==> config.mk <==
export PLATFORM = sky130hd
export DESIGN_NAME = instruction_fetch_unit
export DESIGN_NICKNAME = d
export VERILOG_FILES = /design/src/rtl/fetch_pkg.sv /design/src/rtl/fetch_next_pc.sv /design/src/rtl/instruction_fetch_unit.sv
export SDC_FILE = /design/constraint.sdc
export NUM_CORES = 1
export LEC_CHECK = 0
export ABC_AREA = 1
export CAP_MARGIN = 20
export CORE_MARGIN = 2
export CORE_UTILIZATION = 44
export CTS_CLUSTER_DIAMETER = 50
export DETAILED_ROUTE_END_ITERATION = 8
export PLACE_DENSITY_LB_ADDON = 0.05
export SLEW_MARGIN = 20
export SYNTH_ARGS = -nofsm -noshare
export SYNTH_HDL_FRONTEND = slang
export SYNTH_SLANG_ARGS = --single-unit
export TNS_END_PERCENT = 1
==> constraint.sdc <==
create_clock -name clock -period 1.6 [get_ports clock]
set_input_delay 0.48 -clock clock [delete_from_list [all_inputs] [get_ports clock]]
set_output_delay 0.48 -clock clock [all_outputs]
set_load 0.005 [all_outputs]
==> src/rtl/fetch_pkg.sv <==
// Shared opcode constants, field bounds and sequencer states for the fetch unit.
// Instruction format: opcode in the top six bits, immediate target/offset in the low ten.
package fetch_pkg;

    localparam int OPC_HI = 31;
    localparam int OPC_LO = 26;
    localparam int IMM_HI = 9;
    localparam int IMM_LO = 0;

    typedef logic [OPC_HI-OPC_LO:0] opcode_t;

    localparam opcode_t OP_JUMP       = 6'b010010;
    localparam opcode_t OP_BZ         = 6'b010000;
    localparam opcode_t OP_PRE_BRANCH = 6'b001111;
    localparam opcode_t OP_INPUT      = 6'b011000;
    localparam opcode_t OP_HALT       = 6'b111111;

    typedef enum logic [2:0] {
        INIT,
        RUN,
        WAIT_FLAG,
        WAIT_INPUT,
        HALT
    } fetch_state_t;

endpackage

==> src/rtl/fetch_next_pc.sv <==
// Combinational next-PC selection; zero latency, stall freezes the PC only in RUN
// (branch/input resolution in the wait states proceeds regardless of stall).
module fetch_next_pc
    import fetch_pkg::*;
#(
    parameter int ADDR_WIDTH = 10
) (
    input  fetch_state_t          state,
    input  logic [ADDR_WIDTH-1:0] pc,
    input  logic                  pc_ok,
    input  opcode_t               opcode,
    input  logic [ADDR_WIDTH-1:0] imm,
    input  logic [ADDR_WIDTH-1:0] imm_latched,
    input  logic                  stall,
    input  logic                  flag_valid,
    input  logic                  flag_zero,
    input  logic                  input_done,
    output logic [ADDR_WIDTH-1:0] next_pc
);

    always_comb begin
        next_pc = pc;
        case (state)
            RUN: begin
                if (!stall && pc_ok) begin
                    case (opcode)
                        OP_JUMP:                  next_pc = imm;
                        OP_BZ, OP_INPUT, OP_HALT: next_pc = pc;
                        default:                  next_pc = pc + ADDR_WIDTH'(1);
                    endcase
                end
            end
            // Offset is relative to the BZ's own address and wraps modulo 2^ADDR_WIDTH.
            WAIT_FLAG: begin
                if (flag_valid)
                    next_pc = flag_zero ? pc + imm_latched : pc + ADDR_WIDTH'(1);
            end
            WAIT_INPUT: begin
                if (input_done)
                    next_pc = pc + ADDR_WIDTH'(1);
            end
            default: next_pc = pc;
        endcase
    end

endmodule

==> src/rtl/instruction_fetch_unit.sv <==
// PC sequencer in front of the instruction RAM; issues a word one cycle after its address.
// stall holds PC/instr_out/instr_valid; BZ and INPUT park the PC until execute signals completion.
module instruction_fetch_unit
    import fetch_pkg::*;
#(
    parameter int ADDR_WIDTH = 10,
    parameter int DATA_WIDTH = 32,
    parameter int PROG_DEPTH = 56,
    parameter int RESET_PC   = 0
) (
    input  logic                  clock,
    input  logic                  reset,
    output logic [ADDR_WIDTH-1:0] address,
    input  logic [DATA_WIDTH-1:0] instr_in,
    output logic [DATA_WIDTH-1:0] instr_out,
    output logic                  instr_valid,
    input  logic                  stall,
    input  logic                  flag_valid,
    input  logic                  flag_zero,
    input  logic                  input_done,
    output logic                  halted
);

    fetch_state_t          state;
    fetch_state_t          state_nxt;
    logic [ADDR_WIDTH-1:0] pc;
    logic [ADDR_WIDTH-1:0] pc_nxt;
    logic [ADDR_WIDTH-1:0] imm;
    logic [ADDR_WIDTH-1:0] imm_latched;
    opcode_t               opcode;
    logic                  pc_ok;
    logic                  issue;
    logic                  vld_nxt;

    assign opcode  = instr_in[OPC_HI:OPC_LO];
    assign imm     = ADDR_WIDTH'(instr_in[IMM_HI:IMM_LO]);
    assign address = pc;
    // One extra bit so a PROG_DEPTH of 2^ADDR_WIDTH still compares correctly.
    assign pc_ok   = {1'b0, pc} < (ADDR_WIDTH+1)'(PROG_DEPTH);

    fetch_next_pc #(
        .ADDR_WIDTH (ADDR_WIDTH)
    ) u_next_pc (
        .state       (state),
        .pc          (pc),
        .pc_ok       (pc_ok),
        .opcode      (opcode),
        .imm         (imm),
        .imm_latched (imm_latched),
        .stall       (stall),
        .flag_valid  (flag_valid),
        .flag_zero   (flag_zero),
        .input_done  (input_done),
        .next_pc     (pc_nxt)
    );

    always_ff @(posedge clock) begin
        if (!reset) begin
            state <= INIT;
            pc    <= ADDR_WIDTH'(RESET_PC);
        end else begin
            state <= state_nxt;
            pc    <= pc_nxt;
        end
    end

    always_comb begin
        state_nxt = state;
        case (state)
            INIT: state_nxt = RUN;
            RUN: begin
                if (!stall) begin
                    if (!pc_ok)
                        state_nxt = HALT;
                    else if (opcode == OP_BZ)
                        state_nxt = WAIT_FLAG;
                    else if (opcode == OP_INPUT)
                        state_nxt = WAIT_INPUT;
                    else if (opcode == OP_HALT)
                        state_nxt = HALT;
                end
            end
            WAIT_FLAG:  if (flag_valid) state_nxt = RUN;
            WAIT_INPUT: if (input_done) state_nxt = RUN;
            HALT:       state_nxt = HALT;
            default:    state_nxt = INIT;
        endcase
    end

    always_comb begin
        issue   = (state == RUN) && !stall && pc_ok;
        halted  = (state == HALT);
        vld_nxt = instr_valid;
        case (state)
            INIT:    vld_nxt = 1'b0;
            RUN:     if (!stall) vld_nxt = pc_ok;
            default: if (!stall) vld_nxt = 1'b0;
        endcase
    end

    always_ff @(posedge clock) begin
        if (!reset) begin
            instr_out   <= '0;
            instr_valid <= 1'b0;
            imm_latched <= '0;
        end else begin
            instr_valid <= vld_nxt;
            if (issue) begin
                instr_out   <= instr_in;
                imm_latched <= imm;
            end
        end
    end

endmodule

=== Word level (Yosys, flattened, before mapping) ===
Cells that the tools add are included.

* Bits in registers: 56
* Bits in latches: 0
* Bits in writable memories: 0
* ROM bits: 0
* Bits of input ports: 38
* Output and inout port bits: 44
* Logic and storage cells: 50
* Memories: 0

* Add/subtract/negate cells: 2
* Multipliers: 0
* Divide/modulo/power cells: 0
* $lt $le $gt $ge: 1
* Equal/unequal tests: 15
* Shift-type cells: 0
* Mux-type cells: 17
* Bitwise operators: 0
* Reductions and logical operators: 10

{| class="wikitable"
|+ Operators with widths
! operator !! count
|-
| $mux 10 || 4
|-
| $pmux 10 s3 || 1
|-
| $mux 3 || 7
|-
| $pmux 10 s2 || 1
|-
| $eq 6x5->1 const B || 3
|-
| $pmux 3 s5 || 1
|-
| $add 10x1->10 const B || 1
|-
| $add 10x10->10 || 1
|-
| $lt 10x6->1 const B || 1
|-
| $ne 2x2->1 const B || 4
|-
| $eq 3x2->1 const B || 2
|-
| $eq 6x6->1 const B || 1
|-
| $ne 5x5->1 const B || 1
|-
| $reduce_and 5->1 || 1
|-
| $ne 2x1->1 const B || 2
|-
| $reduce_and 4->1 || 1
|-
| $eq 3x1->1 const B || 1
|-
| $eq 3x3->1 const B || 1
|-
| $logic_and 1x1->1 || 3
|-
| $logic_not 3->1 || 1
|-
| $reduce_bool 3->1 || 1
|-
| $reduce_or 3->1 || 1
|-
| $mux 1 || 2
|-
| $pmux 1 s2 || 1
|-
| other kinds (2) || 2
|}

=== Depth between registers and ports, before layout ===
* Depth in word-level cells: 7
* Mapped depth: 12
* Gate-level depth less buffers: 12

=== Modules after synthesis ===
Synthesis repeated with hierarchy kept, for this count alone.

* Cell total of the unflattened synthesis: 607
* Area total of the unflattened synthesis: 3493.4 µm²

{| class="wikitable"
|+ By module, submodules not included
! module !! times used !! cells each !! area each (µm²)
|-
| instruction_fetch_unit || 1 || 300 || 1969.4
|-
| fetch_next_pc || 1 || 307 || 1524.0
|}

=== Worst setup path after synthesis ===
Ideal clock, no wire load.

* Path kind: register to register
* From: reg pc[0] (netlist: address[0])
* To: reg pc[8] (netlist: address[8])
* Library setup time: 70 ps
* Data arrival time: 1694 ps
* Data required time: 1530 ps
* Slack: -164 ps
* Stages on the path, launching flop included: 13
* Path buffers: 0
* Cell sequence: dfxtp_1 -> ha_1 -> inv_1 -> fa_1 -> inv_1 -> nand3_1 -> nand2_1 -> nand2_1 -> nand2_1 -> nand2_1 -> nand3_1 -> nand2_1 -> a21oi_1

* Longest elaborated chain between the ends: 4

{| class="wikitable"
|+ Ends and longest elaborated chain
! item !! RTL line !! source
|-
| start: declaration || instruction_fetch_unit.sv:26 || <nowiki>logic [ADDR_WIDTH-1:0] pc;</nowiki>
|-
| start signal: assignment || instruction_fetch_unit.sv:60 || <nowiki>pc <= ADDR_WIDTH'(RESET_PC);</nowiki>
|-
| start signal: assignment || instruction_fetch_unit.sv:63 || <nowiki>pc <= pc_nxt;</nowiki>
|-
| $add 10x1->10 (tied with other cells) || fetch_next_pc.sv:29, fetch_next_pc.sv:36, fetch_next_pc.sv:40 ||
|-
| $pmux 10 s2 (tied with other cells) || fetch_next_pc.sv:26 || <nowiki>case (opcode)</nowiki>
|-
| $mux 10 (tied with other cells) || fetch_next_pc.sv:25 || <nowiki>if (!stall && pc_ok) begin</nowiki>
|-
| $pmux 10 s3 / $reduce_and 5->1 (equally long branches) || -- ||
|}

Parallel ways exist; a longest one is shown, timed or not. The select of a mux whose other input is x is not followed.
A chain may end at the register's enable or synchronous reset.

==> results by group <==
Drt
  • Vias/cell: 5.13
  • Post-route DRC violation count: 0
  • Routed WL: 8.65 mm
  • First-pass detailed-route iteration total: 4
  • 1st-iter DRT viols: 177
  • Antenna Nets Post-Route: 0
  • Routed WL per cell: between 10 and 15 µm
  • Vias: 3341

Worst hold path
  • Worst min path class: flop to flop

Placement
  • Placer Congestion: 0.935
  • Post-DP Area: around 4000 µm²
  • Number of I/O port buffers: 81
  • HPWL after detailed placement: 6.49 mm

CTS
  • CTS clk-pin slew, worst paths: 0.09 ns
  • CTS tree: done
  • Number of buffers created by CTS: 5
  • Clk root buf: clkbuf_8
  • Worst-Skew Late Latency: 0.30 ns
  • Max Root-Sink Buffers: 2
  • H-tree levels: 2
  • CTS Sinks: 46

Floorplanning
  • Top Ports: 82
  • Starting Density: 45.6%
  • Die X: 85.1 µm
  • Core area: 6350 µm²
  • Full die area: 7240 µm²
  • Die Span Y: 85.1 µm
  • Std-Cell Rows: 29

Critical path
  • Crit end category: flop
  • CP Class: flop to flop
  • R2R Path Start: instr_out[0]
  • Worst setup SP type: flop
  • Crit path DAT: 1.83 ns
  • R2R depth: 11
  • RR Endpoint: address[4]
  • WP data required: 1.79 ns
  • Worst-path fanout max: 3
  • Worst setup path endpoint: address[4]
  • Reg2Reg Setup Slack: -0.04 ns
  • Critical Path Source: instr_out[0]

Layout
  • Fraction of layout instances using a drive strength above 1: roughly 24%
  • Post-Layout Inst Area: 4380 µm²
  • Ant. Diodes: 0
  • Synth-to-layout area growth: 51.4%
  • Final #Nets: 623

GRT
  • Largest net degree at the start of global routing: 26
  • GR Layer Usage met3: 5.45%
  • Total track usage: 23.4%
  • Grt ovf: 0
  • GR peak layer: met2
  • Met2 usage: 39.9%
  • First-pass GRT wire length: 13.9 mm
  • Vias in the first global route: 3156
  • Met1 usage: 29.8%
  • Initial antenna violation count: 0

Timing
  • Tcrit/Tclk final: 102%
  • Worst rel slew slack: 77.2%
  • Fin crit period: around 1.6 ns
  • Final Worst Setup Slack: -0.0378 ns
  • # setup viols final: 5
  • Setup TNS: -0.140 ns
  • Skew final: 0.00535 ns
  • Slew @ Worst Pin: 0.340 ns
  • RSZ-0062 raised after global routing: yes
  • Slew Limit Fails: 0
  • Max Freq: 0.611 GHz
  • Final Hold Fails: 0

Yosys
  • Synthesized cell area: 2890 µm²
  • Number of flops mapped to enable cells by yosys: 0
  • Cells after Synth: around 450
  • Cell taking the most area after synthesis: dfxtp_1
  • Synth area leaders: dfxtp_1, nand2_1, nor2_1
  • Avg Cell Area, Syn: 6.44 µm²
  • Synth top area share: 31.8%
  • Yosys warning count: 0
  • Library cells used by synthesis: 34
  • Seq/Total Area, Yosys: 31.8%
  • Asr flop ratio synth: 0%
  • Register bit total from synthesis: 46
  • Main synth FF type: dfxtp_1
  • Syn_nets: ~500

Pwr
  • Max IR drop VDD: 0.698 mV
  • Static Leak: between 0.002 and 0.0025 µW
  • Pwr/cell area: 1360 nW/µm²

Status
  • Status: complete, but fails checks
  • Failing checks: setup timing

Job
  • Max-cap violations: 0
cells by family (layout without fill, tap and decap cells):
family	Yosys count	count (layout)	share of synthesized area (%)
AOI/OAI and AO/OA	89	89	16.1
xor gates and xnor gates	7	7	2.12
adders and majority gates	11	11	5.02
buffers and inverters	65	190	9.08
DFF	46	46	31.8
and+or+nand+nor	231	231	35.9
Yosys cell counts, types with 7 or more instances:
cell type  number
nand2_1        85
nor2_1         83
inv_1          47
dfxtp_1        46
o21ai_0        41
nand3_1        34
a21oi_1        29
o21ai_1        12
ha_1           10
buf_2           9
nand4_1         7
xor2_1          7
stage by stage:
step	hold slack (ns)	cells	utilization, %	power, µW	setup WS, ns
4_1_cts	0.489	649	66.8	5770	-0.186
3_3_place_gp	0.478	642	64.8	4930	-0.464
3_5_place_dp	0.483	642	64.8	4980	-0.507
5_1_grt	0.501	651	69.0	6430	-0.187
2_1_floorplan	0.477	449	-	3410	-0.0327
6_report	0.486	651	69.0	5960	-0.0378
what timing repair did:
action	4_1_cts	5_1_grt
gates resized for setup	78	41
hold buffers	0	0
pin swaps	0	9
setup buffers	0	2
setup endpoints to repair	82	49
placed cells by master (no fill, tap or decap), drive strengths merged, types with 2 or more instances in the layout:
| master | instances |
|---|---|
| nand2 | 92 |
| nor2 | 88 |
| buf | 53 |
| o21ai | 53 |
| inv | 51 |
| dfxtp | 46 |
| dlygate4sd2 | 43 |
| nand3 | 35 |
| clkdlybuf4s50 | 30 |
| a21oi | 30 |
| ha | 10 |
| nand4 | 8 |
| xor2 | 7 |
| clkbuf | 7 |
| dlymetal6s2s | 5 |
| nor3 | 3 |
| or2 | 3 |
| o211ai | 2 |
routing by layer:
| layer | wire (µm) | vias up |
|---|---|---|
| met3 | 580 | 15 |
| met2 | 4060 | 95 |
| met5 | 0 | - |
| met4 | 160 | 0 |
| met1 | 3860 | 1523 |
| li1 | - | 1708 |
layout make-up:
class | count | area [µm²]
clock inverter | 1 | 30.0
fill | 565 | 1970
timing repair buffer | 132 | 1170
clock buffer | 6 | 82.6
sequential | 46 | 962
tap | 77 | 96.3
inverter | 51 | 194
multi-input combinational | 338 | 1850
worst max-delay path, cell delays in order, from the launching register on:
cell and delay (ns):
dfxtp_2 0.36, ha_4 0.14, inv_2 0.04, fa_2 0.40
inv_2 0.08, nand3_2 0.08, nand2_4 0.09, a21oi_2 0.05
o21ai_1 0.08, a21oi_1 0.08, nor2_1 0.10, nor2_1 0.04
registers in the layout, indices dropped and copies added (netlist names):
name	cells
instr_out	32
address	10
state	3
instr_valid	1
worst min-delay path by stage:
stage | to | from | depth (start not counted) | slack [ns]
global route | instr_valid | instr_valid | 2 | 0.50
finish | instr_valid | instr_valid | 2 | 0.49
CTS | instr_valid | instr_valid | 2 | 0.49
detailed placement | instr_valid | instr_valid | 2 | 0.48
global placement | instr_valid | instr_valid | 2 | 0.48
floorplan | instr_valid | instr_valid | 2 | 0.48
report_power, final:
| group | switching [µW] | leakage (µW) | internal [µW] |
|---|---|---|---|
| Combinational | 1680 | 0.00182 | 1550 |
| Sequential | 287 | 0.000388 | 1550 |
| Clock | 396 | 0.0000573 | 500 |
| Total | 2360 | 0.00227 | 3600 |
No activity file was read; power rests on OpenSTA's default activity.
